File: config.mk
export PLATFORM = sky130hd
export DESIGN_NAME = fetch_unit
export DESIGN_NICKNAME = d
export VERILOG_FILES = /design/src/rtl/fetch_unit.sv
export SDC_FILE = /design/constraint.sdc
export NUM_CORES = 1
export LEC_CHECK = 0
export ABC_AREA = 0
export BUFFER_PORTS_ARGS = -buffer_cell sky130_fd_sc_hd__buf_2
export CORE_AREA = 5 5 74 76
export CTS_BUF_LIST = sky130_fd_sc_hd__clkbuf_4 sky130_fd_sc_hd__clkbuf_8
export CTS_CLUSTER_DIAMETER = 60
export DETAILED_ROUTE_END_ITERATION = 10
export DIE_AREA = 0 0 79 81
export PLACE_DENSITY = 0.73
export SLEW_MARGIN = 10
export SYNTH_ARGS = -nofsm -noshare
export SYNTH_HDL_FRONTEND = slang
export SYNTH_SLANG_ARGS = --single-unit
File: constraint.sdc
create_clock -name clk -period 1.9 [get_ports clk]
set_input_delay 0.38 -clock clk [delete_from_list [all_inputs] [get_ports clk]]
set_output_delay 0.38 -clock clk [all_outputs]
set_load 0.1 [all_outputs]
File: src/rtl/fetch_unit.sv
// Instruction fetch stage: PC register, IF/ID pipeline register and BOOT/RUN/HALT control.
// Optional fetch counter port enabled by defining FETCH_STATS_EN.
module fetch_unit #(
  parameter logic [5:0] RESET_PC = 6'd0,
  parameter int unsigned CNT_W   = 16
) (
  input  logic             clk,
  input  logic             rst_n,
  input  logic             stall,
  input  logic             redirect,
  input  logic [5:0]       redirect_addr,
  input  logic             halt_req,
  output logic [5:0]       imem_addr,
  input  logic [31:0]      imem_data,
  output logic [31:0]      id_instr,
  output logic [5:0]       id_pc_next,
  output logic             id_valid,
`ifdef FETCH_STATS_EN
  output logic [CNT_W-1:0] fetch_count,
`endif
  output logic             halted
);

  typedef enum logic [1:0] {
    S_BOOT,
    S_RUN,
    S_HALT
  } state_t;

  state_t      r_state;
  logic [5:0]  r_pc;
  logic [31:0] r_id_instr;
  logic [5:0]  r_id_pc_next;
  logic        r_id_valid;
  logic        r_halted;
  logic [5:0]  w_pc_inc;
  logic        w_fetch;

  // 6-bit addition wraps 63 -> 0 naturally.
  assign w_pc_inc = r_pc + 6'd1;

  // A real instruction is captured only in RUN with no redirect, halt or stall.
  assign w_fetch = (r_state == S_RUN) && !redirect && !halt_req && !stall;

  always_ff @(posedge clk or negedge rst_n) begin
    if (!rst_n) begin
      r_state      <= S_BOOT;
      r_pc         <= RESET_PC;
      r_id_instr   <= '0;
      r_id_pc_next <= '0;
      r_id_valid   <= 1'b0;
      r_halted     <= 1'b0;
    end else begin
      case (r_state)
        S_BOOT: begin
          r_id_valid <= 1'b0;
          r_halted   <= 1'b0;
          r_state    <= S_RUN;
        end
        S_RUN: begin
          if (redirect) begin
            r_pc       <= redirect_addr;
            r_id_valid <= 1'b0;
            if (halt_req) begin
              r_state  <= S_HALT;
              r_halted <= 1'b1;
            end
          end else if (halt_req) begin
            r_id_valid <= 1'b0;
            r_state    <= S_HALT;
            r_halted   <= 1'b1;
          end else if (!stall) begin
            r_id_instr   <= imem_data;
            r_id_pc_next <= w_pc_inc;
            r_id_valid   <= 1'b1;
            r_pc         <= w_pc_inc;
          end
        end
        S_HALT: begin
          r_id_valid <= 1'b0;
          if (redirect) begin
            r_pc     <= redirect_addr;
            r_state  <= S_RUN;
            r_halted <= 1'b0;
          end
        end
        default: begin
          r_state    <= S_BOOT;
          r_id_valid <= 1'b0;
          r_halted   <= 1'b0;
        end
      endcase
    end
  end

`ifdef FETCH_STATS_EN
  logic [CNT_W-1:0] r_fetch_count;

  always_ff @(posedge clk or negedge rst_n) begin
    if (!rst_n) begin
      r_fetch_count <= '0;
    end else if (w_fetch) begin
      r_fetch_count <= r_fetch_count + 1'b1;
    end
  end

  assign fetch_count = r_fetch_count;
`endif

  assign imem_addr  = r_pc;
  assign id_instr   = r_id_instr;
  assign id_pc_next = r_id_pc_next;
  assign id_valid   = r_id_valid;
  assign halted     = r_halted;

endmodule

== Word level (Yosys, flattened, before mapping) ==
Index checks and enable logic that the tools add are counted.
Cells by class
  bitwise logic cells: 3
  add/sub/neg operators: 1
  reduce and logical (&&, ||, !) cells: 5
  mux-type cells: 15
  equal/unequal tests: 7
Operators with widths (count)
  6-bit two-way mux: 4
  6-bit one-hot mux with 2 select lines: 1
  4-bit AND reduction: 2
  6-bit by 1-bit adder with 6-bit output, second input constant: 1
  1-bit two-way mux: 6
  3-bit inequality test, second input constant: 2
  2-bit one-hot mux with 3 select lines: 1
  2-bit two-way mux: 2
  2-bit inequality test, second input constant: 2
  4-bit inequality test, second input constant: 1
  1-bit NOT: 3
  2-bit by 1-bit equality test with 1-bit output, second input constant: 1
  2-bit equality test, second input constant: 1
  2-bit zero test: 1
  1-bit one-hot mux with 2 select lines: 1
  2-bit AND reduction: 1
  2-bit nonzero test: 1
Word-level totals
  input bits: 43
  logic and storage cells: 37
  output and inout bits: 46
  register bits: 48

== Depth between registers and ports, before layout ==
Gate-level depths: netlist of run 1.
  depth in word-level cells: 5
  gate-level depth with buffers: 6
  mapped depth without buffers: 5

== Least setup slack after synthesis of run 1 ==
No wires, ideal clock.
  path kind: register -> register
  start: reg halted (netlist name)
  end: reg r_id_instr[0], in the netlist id_instr[0]
  data required time: 1772 ps
  stages on the path, launching flop included: 7
  path slack: -520 ps
  path buffers: 3
  clock period less this slack: 2420 ps
  library setup time: 128 ps
  data arrival time: 2292 ps
  path through: dfrtp_1 > clkbuf_1 > or4_1 > buf_2 > nor2_8 > buf_6 > mux2_1
RTL lines
  to (signal assigned): RTL line 73  | r_id_instr <= imem_data;
  to (decl): RTL line 32  | logic [31:0] r_id_instr;

== Final worst setup path of run 1 ==
  start: reg r_state[0]
  end: reg r_id_instr[22], in the netlist id_instr[22]
Between the ends
  longest elaborated chain between the ends: 2
Ends and longest elaborated chain
  from (decl): RTL line 30  | state_t r_state;
  from (signal assigned): RTL line 47  | r_state <= S_BOOT;
  from (signal assigned): RTL line 58  | r_state <= S_RUN;
  from (signal assigned): RTL line 65  | r_state <= S_HALT;
  2-bit by 1-bit equality test with 1-bit output: RTL line 54  | case (r_state)
  4-bit AND reduction (no source line)
Every way passes these cells.
A chain may end at the register's enable or synchronous reset.

==> run summary, run 1 <==
The total number of vias is 1457. The number of global-route vias before repair is 1453. In the final layout, the share of cells above drive strength 1 is 54.2%. Ranked by total cell area, the synthesized netlist is headed by sky130_fd_sc_hd__dfrtp_1 59%, sky130_fd_sc_hd__mux2_1 17%, sky130_fd_sc_hd__mux2_2 4.6%. 89 I/O pins were placed. In the synthesized netlist, the cells that appear most often are 47 x sky130_fd_sc_hd__dfrtp_1, 29 x sky130_fd_sc_hd__mux2_1, 8 x sky130_fd_sc_hd__a21oi_1, 8 x sky130_fd_sc_hd__mux2_2, 6 x sky130_fd_sc_hd__inv_1. On the critical path, the stage with the largest delay is an instance of sky130_fd_sc_hd__or4_4.

After global routing the overflow that remains totals 0. The worst setup path is of the register to register kind. The portion of the post-synthesis area used by sequential elements is 59.5%. The count of buffers from port buffering came out at 88. The number of cells traversed by the worst register-to-register path is 5.

The critical path goes through inv_2 > or4_4 > nor2_8 > buf_12 > mux2_1. The number of hold-slack violations in the final timing report came out at 0. The sink count of the clock tree came out at 47. The effective utilization at floorplan is 42.4%. The mean post-synth cell area is 14.0 um^2. The placed instances occupy a cell area of 2570 um^2.

The largest total area in the synthesized netlist belongs to sky130_fd_sc_hd__dfrtp_1. After routing the design area is 2660 um^2. The clock slew at the register clock pins of the worst setup and hold paths is 80 ps. The synthesized netlist cell count is 141. The relative slew slack is 47.2%. The first detailed-routing pass ran for 4 iterations.

The worst hold path belongs to the class input pin to asynchronous set/reset pin. The height of the die is 81 um. Once detail routing completed, the nets flagged for antenna violations numbered 0. In the post-synthesis netlist, the cell with the most instances is sky130_fd_sc_hd__dfrtp_1. STA classifies the critical path startpoint as a register. Along the worst path, the maximum fanout reaches 24. Synthesis produced a netlist with a net count of 185. In this run the deepest clock path goes through 2 buffers.

The global-route usage over all layers is 13.2%. The required time of the worst setup path came out at 2070 ps. Entering global routing, the biggest net connects 31 pins. The number of maximum-capacitance violations came out at 0. The hold buffer count at CTS is 0. For the worst setup path, the data arrival time is 1990 ps. The total number of H-tree levels came out at 2.

Clock skew on the completed layout was measured at 3.19 ps. The count of unique library cells instantiated by Yosys came out at 31. The slew at the pin closest to its max-slew limit is 792 ps.

For this run, design rule violations remaining after detail routing come to 0. At the end of routability-driven placement, the weighted congestion stood at 0.733. The critical path endpoint category is a register. The total setup violations reported at the end of the flow is 0. The quantity of gates resized following cts is 0. The number of cells on the critical path is 5. For this run, asynchronously set or reset flops after synthesis account for 100%. The initial detailed-routing violation count is 34. The count of buffers added by post-CTS timing repair for setup came out at 0.

The fmax is 548 MHz. Dividing the final minimum period by the clock period gives 96.1%. For this run, the slowest stage of the critical path takes 560 ps. The number of buffers created by CTS is 5. The number of pins exceeding their max-slew limit in the final report is 0. In this run, synthesis inferred 0 flip-flops with an integrated enable. The worst hold slack came out at 21.5 ps.

In the final routed layout, each cell accounts on average for 13.9 um. Setup repair after global routing left no endpoint under its margin. The final layout contains routed wiring with a total length of 4050 um.

The clock tree from TritonCTS is built. The summed negative setup slack over all endpoints is 0 ps. The relative area change from synthesis to final layout came out at 34.6%.

The global-route wire length before repair is 6620 um. In this design, the largest share of critical-path delay is due to simple AND/OR/NAND/NOR gates. In this run, synthesis produced a sequential element count of 47. The die outline area is 6400 um^2.

The count of yosys warnings during synthesis came out at 0. The most used flip-flop cell after synthesis is sky130_fd_sc_hd__dfrtp_1. The number of placement rows came out at 25.

The flow ran to the end, and the final reports show no timing, DRC or antenna violations. The HPWL after detailed placement is 3200 um. The proportion of netlist area held by the largest area contributor came out at 59.5%. The cell area that synthesis handed to floorplanning was 1980 um^2.

The count of buffering cells on the critical path with inverters included is 2. The net total in the final layout is 281. The root buffer selected by CTS is sky130_fd_sc_hd__clkbuf_8. The placeable core region is 4660 um^2.

The share of the core filled with cells in the final layout came out at 57.1%. The number of antenna violations at the first check in global routing came out at 0. The x dimension of the die is 79 um. The final critical delay including setup and external delays came out at 1830 ps. For the worst-skew pair, the clock arrives at the later sink with an insertion delay of 290 ps. The detailed-route vias per instance is 4.99. The antenna diode count is 0.
kinds of logic (layout without fill, tap and decap cells):
kind of cell / Yosys count / after routing / synth area share (%)
adders and majority gates: 1 / 1 / 0.633
AOI/OAI and AO/OA: 19 / 19 / 6.27
DFF: 47 / 47 / 59.5
xor gates and xnor gates: 5 / 5 / 2.22
buffers and inverters: 13 / 110 / 4.05
muxes: 39 / 39 / 22.1
and+or+nand+nor: 17 / 17 / 5.25
final timing paths:
| check | startpoint | end | slack, ps |
|---|---|---|---|
| worst min-delay path | rst_n | id_pc_next[3] | 20 |
| worst max-delay path | r_state[0] | id_instr[22] | 70 |
| worst max register to register | r_state[0] | id_instr[22] | 70 |
| min in group clk | imem_data[11] | id_instr[11] | 300 |
| max in group asynchronous | rst_n | id_instr[7] | 1390 |
| worst min register to register | id_instr[11] | id_instr[11] | 480 |
sequential cells by signal, indices dropped and copies added, names as in the netlist:
| register | cells |
|---|---|
| halted | 1 |
| id_instr | 32 |
| id_pc_next | 6 |
| id_valid | 1 |
| imem_addr | 6 |
| r_state | 1 |
stage by stage:
stage                     instances  worst slack [ps]
after floorplan                 141              -249
after global placement          284              21.2
after detailed placement        284             -1.13
after CTS                       292              43.5
after global routing            292              24.8
final                           292              74.4
area by class of cell:
class                   count  area (um^2)
clock buffers               6         76.3
clock inverters             2         12.5
fillers                   421         2000
inverters                   7         26.3
multi-input cells          81          766
flip-flops and latches     47         1180
well taps                  54         67.6
repair buffers             95          531
metal layers:
metal  share of wire (%)  wire (um)  track usage [%]  vias up
met3                  12        483             5.54        5
met2                  44       1790             21.5       72
met5                   0          0                0        -
met4                0.62         25             3.09        0
li1                    -          -                -      687
met1                  43       1740             16.3      693
layout by cell type, fill, tap and decap left out, types with 4 or more instances in the layout:
cell and count:
sky130_fd_sc_hd__mux2_1 18, sky130_fd_sc_hd__nand2_1 4, sky130_fd_sc_hd__inv_1 6, sky130_fd_sc_hd__clkbuf_8 5, sky130_fd_sc_hd__dfrtp_1 44, sky130_fd_sc_hd__mux2_4 11
sky130_fd_sc_hd__a21oi_1 8, sky130_fd_sc_hd__buf_4 4, sky130_fd_sc_hd__mux2_2 8, sky130_fd_sc_hd__buf_2 88
worst reg2reg max path: stages, from the launching register on:
cell	delay, ps
sky130_fd_sc_hd__dfrtp_1	400
sky130_fd_sc_hd__inv_2	70
sky130_fd_sc_hd__or4_4	560
sky130_fd_sc_hd__nor2_8	140
sky130_fd_sc_hd__buf_12	190
sky130_fd_sc_hd__mux2_1	350
Power of run 1 is not shown: default switching activity piles up to over one toggle a cycle in this logic, so the estimate is an artifact.
==> run 2: changes to the inputs <==
--- a/config.mk
+++ b/config.mk
@@ -12,7 +12,7 @@
 export CTS_CLUSTER_DIAMETER = 60
 export DETAILED_ROUTE_END_ITERATION = 10
 export DIE_AREA = 0 0 79 81
-export PLACE_DENSITY = 0.73
+export PLACE_DENSITY_LB_ADDON = 0.1
 export SLEW_MARGIN = 10
 export SYNTH_ARGS = -nofsm -noshare
 export SYNTH_HDL_FRONTEND = slang
==> run summary, run 2 (synthesis results as in run 1) <==
The initial detailed-routing violation count came out at 44 (+29%). The relative slew slack was 66.5% (+19 points). The total number of vias came to 1425 (-2.2%). The cell total after placement is 285 (+0.35%). The post-route clock period utilization came out at 95.8% (-0.26 points). The tree is rooted in a sky130_fd_sc_hd__clkbuf_8. The number of placement rows is 25 (unchanged). The total setup violations reported at the end of the flow came out at 0 (unchanged). The maximum net fanout on the critical path came out at 21 (-13%). For this design, the slowest cell found on the critical path is sky130_fd_sc_hd__or4_4.

The library cells used most frequently in the layout, excluding fill and tap cells, are 88 x sky130_fd_sc_hd__buf_2, 44 x sky130_fd_sc_hd__dfrtp_1, 18 x sky130_fd_sc_hd__mux2_1, 11 x sky130_fd_sc_hd__mux2_4. The detailed-route vias per instance came out at 4.86 (-2.5%). The weighted congestion at the end of routability-driven global placement was 0.841 (+15%).

The critical path data arrival time came to 1990 ps (about the same). The hold buffer count at CTS is 0 (unchanged). The critical path endpoint category is a register. The quantity of gates resized following cts came out at 0 (unchanged).

The cell family contributing the most delay on the critical path is simple AND/OR/NAND/NOR gates. The effective utilization at floorplan is 42.4% (unchanged). The height of the die is 81 um (unchanged). The signal on the critical path passes through inv_2 > or4_4 > nor2_8 > buf_12 > mux2_2. The critical path is of the register to register type. The number of buffers on the longest clock path was 2 (unchanged).

Setup repair after global routing left no endpoint under its margin. The share of the core filled with cells in the final layout is 57.8% (+0.70 points). The path type of the worst min-delay path is input pin to asynchronous set/reset pin. The clock slew at the register clock pins of the worst setup and hold paths is 80 ps (about the same).

The x dimension of the die was 79 um (unchanged). The number of antenna violations at the first check in global routing is 0 (unchanged). The final wirelength came out at 4240 um (+4.9%). The global route total overflow is 0 (unchanged). The global-route wire length before repair came out at 6760 um (+2.2%). The global-route usage over all layers came out at 13.4% (+0.28 points). The routed length per placed instance is 14.5 um (+4.5%). The clock latency of the later-clocked register in the worst-skew pair came out at 290 ps (about the same).

The area growth from synthesis to layout is 36.3%. The library cell used most frequently in the layout, excluding fill and tap cells, is sky130_fd_sc_hd__buf_2. The clock tree from TritonCTS is built. The reg-to-reg critical path startpoint is r_state[0]. The count of buffering cells on the critical path with inverters included is 2 (unchanged). The number of buffers created by CTS was 5 (unchanged). The final critical delay including setup and external delays is 1820 ps (-4.90 ps). The total number of H-tree levels is 2 (unchanged). The count of buffers added by post-CTS timing repair for setup came to 0 (unchanged). The placeable core region is 4660 um^2 (unchanged). The count of buffers from port buffering came out at 88 (unchanged). The number of maximum-capacitance violations came out at 0 (unchanged). The number of placed I/O pins came to 89 (unchanged). The slew at the pin closest to its max-slew limit is 503 ps (-289 ps).

The number of standard cells in the final layout excluding fillers is 293 (+0.34%). The post-route antenna net violation count came to 0 (unchanged). The critical path starts at r_state[0]. The number of detailed-route iterations in the first pass is 4 (unchanged). The clock tree skew after final layout came out at 7.34 ps (+4.15 ps).

The half-perimeter wire length of the detailed placement result is 3360 um (+5.0%). STA classifies the critical path startpoint as a register. The number of flip-flops under the largest register name is 32 (unchanged). The sink count of the clock tree came out at 47 (unchanged). The number of design rule violations left after detail routing is 0 (unchanged). The required time of the worst setup path is 2070 ps (about the same). The run finished with clean final reports. The fraction of final layout cells with drive strength greater than 1 came to 54.4% (+0.19 points). The peak per-stage delay on the critical path came out at 560 ps (about the same). The die outline area is 6400 um^2 (unchanged).

The number of hold-slack violations in the final timing report came out at 0 (unchanged). The fmax is 549 MHz (+0.27%). The antenna diode count was 0 (unchanged).

The maximum number of pins on one net before global-route repair was 28 (-9.7%). The number of global-route vias before repair came out at 1462 (+0.62%). The number of pins exceeding their max-slew limit in the final report is 0 (unchanged). The net total in the final layout came out at 282 (+0.36%).
run 2: path summary, 6_finish.rpt:
path,cells past startpoint,endpoint,slack [ps]
worst max-delay path,5,id_instr[5],80
worst min-delay path,1,imem_addr[2],50
worst max register to register,5,id_instr[5],80
worst min register to register,1,id_instr[13],490
max in group asynchronous,2,imem_addr[0],1320
min in group clk,2,id_instr[12],300
run 2: worst reg2reg max path, stage by stage (launching register included):
cell	delay, ps
sky130_fd_sc_hd__dfrtp_1	390
sky130_fd_sc_hd__inv_2	70
sky130_fd_sc_hd__or4_4	560
sky130_fd_sc_hd__nor2_8	160
sky130_fd_sc_hd__buf_12	170
sky130_fd_sc_hd__mux2_2	350
run 2: metrics by stage:
stage	TNS, ps	worst slack [ps]	hold slack [ps]	cell area, um^2
floorplan	-8090	-249	84.4	2050
global placement	0	37.8	362	2580
detailed placement	0	16.1	374	2580
CTS	0	73.9	52.1	2690
global route	0	24.4	82.9	2690
finish	0	79.3	53.0	2690
run 2: cell type report:
type | count | area [um^2]
Timing Repair Buffer | 96 | 538
Tap cell | 54 | 67.6
Multi-Input combinational cell | 81 | 766
Sequential cell | 47 | 1180
Fill cell | 377 | 1970
Clock inverter | 1 | 30.0
Inverter | 7 | 26.3
Clock buffer | 7 | 83.8
run 2: routing by layer:
layer  wire, um  GRT usage (%)  up-vias
met5          0              0        -
met4         15           3.61        0
met3        339           4.77        2
met2       2120           23.2       50
met1       1770           16.0      683
li1           -              -      690
Power of run 2 is left out for the same reason.
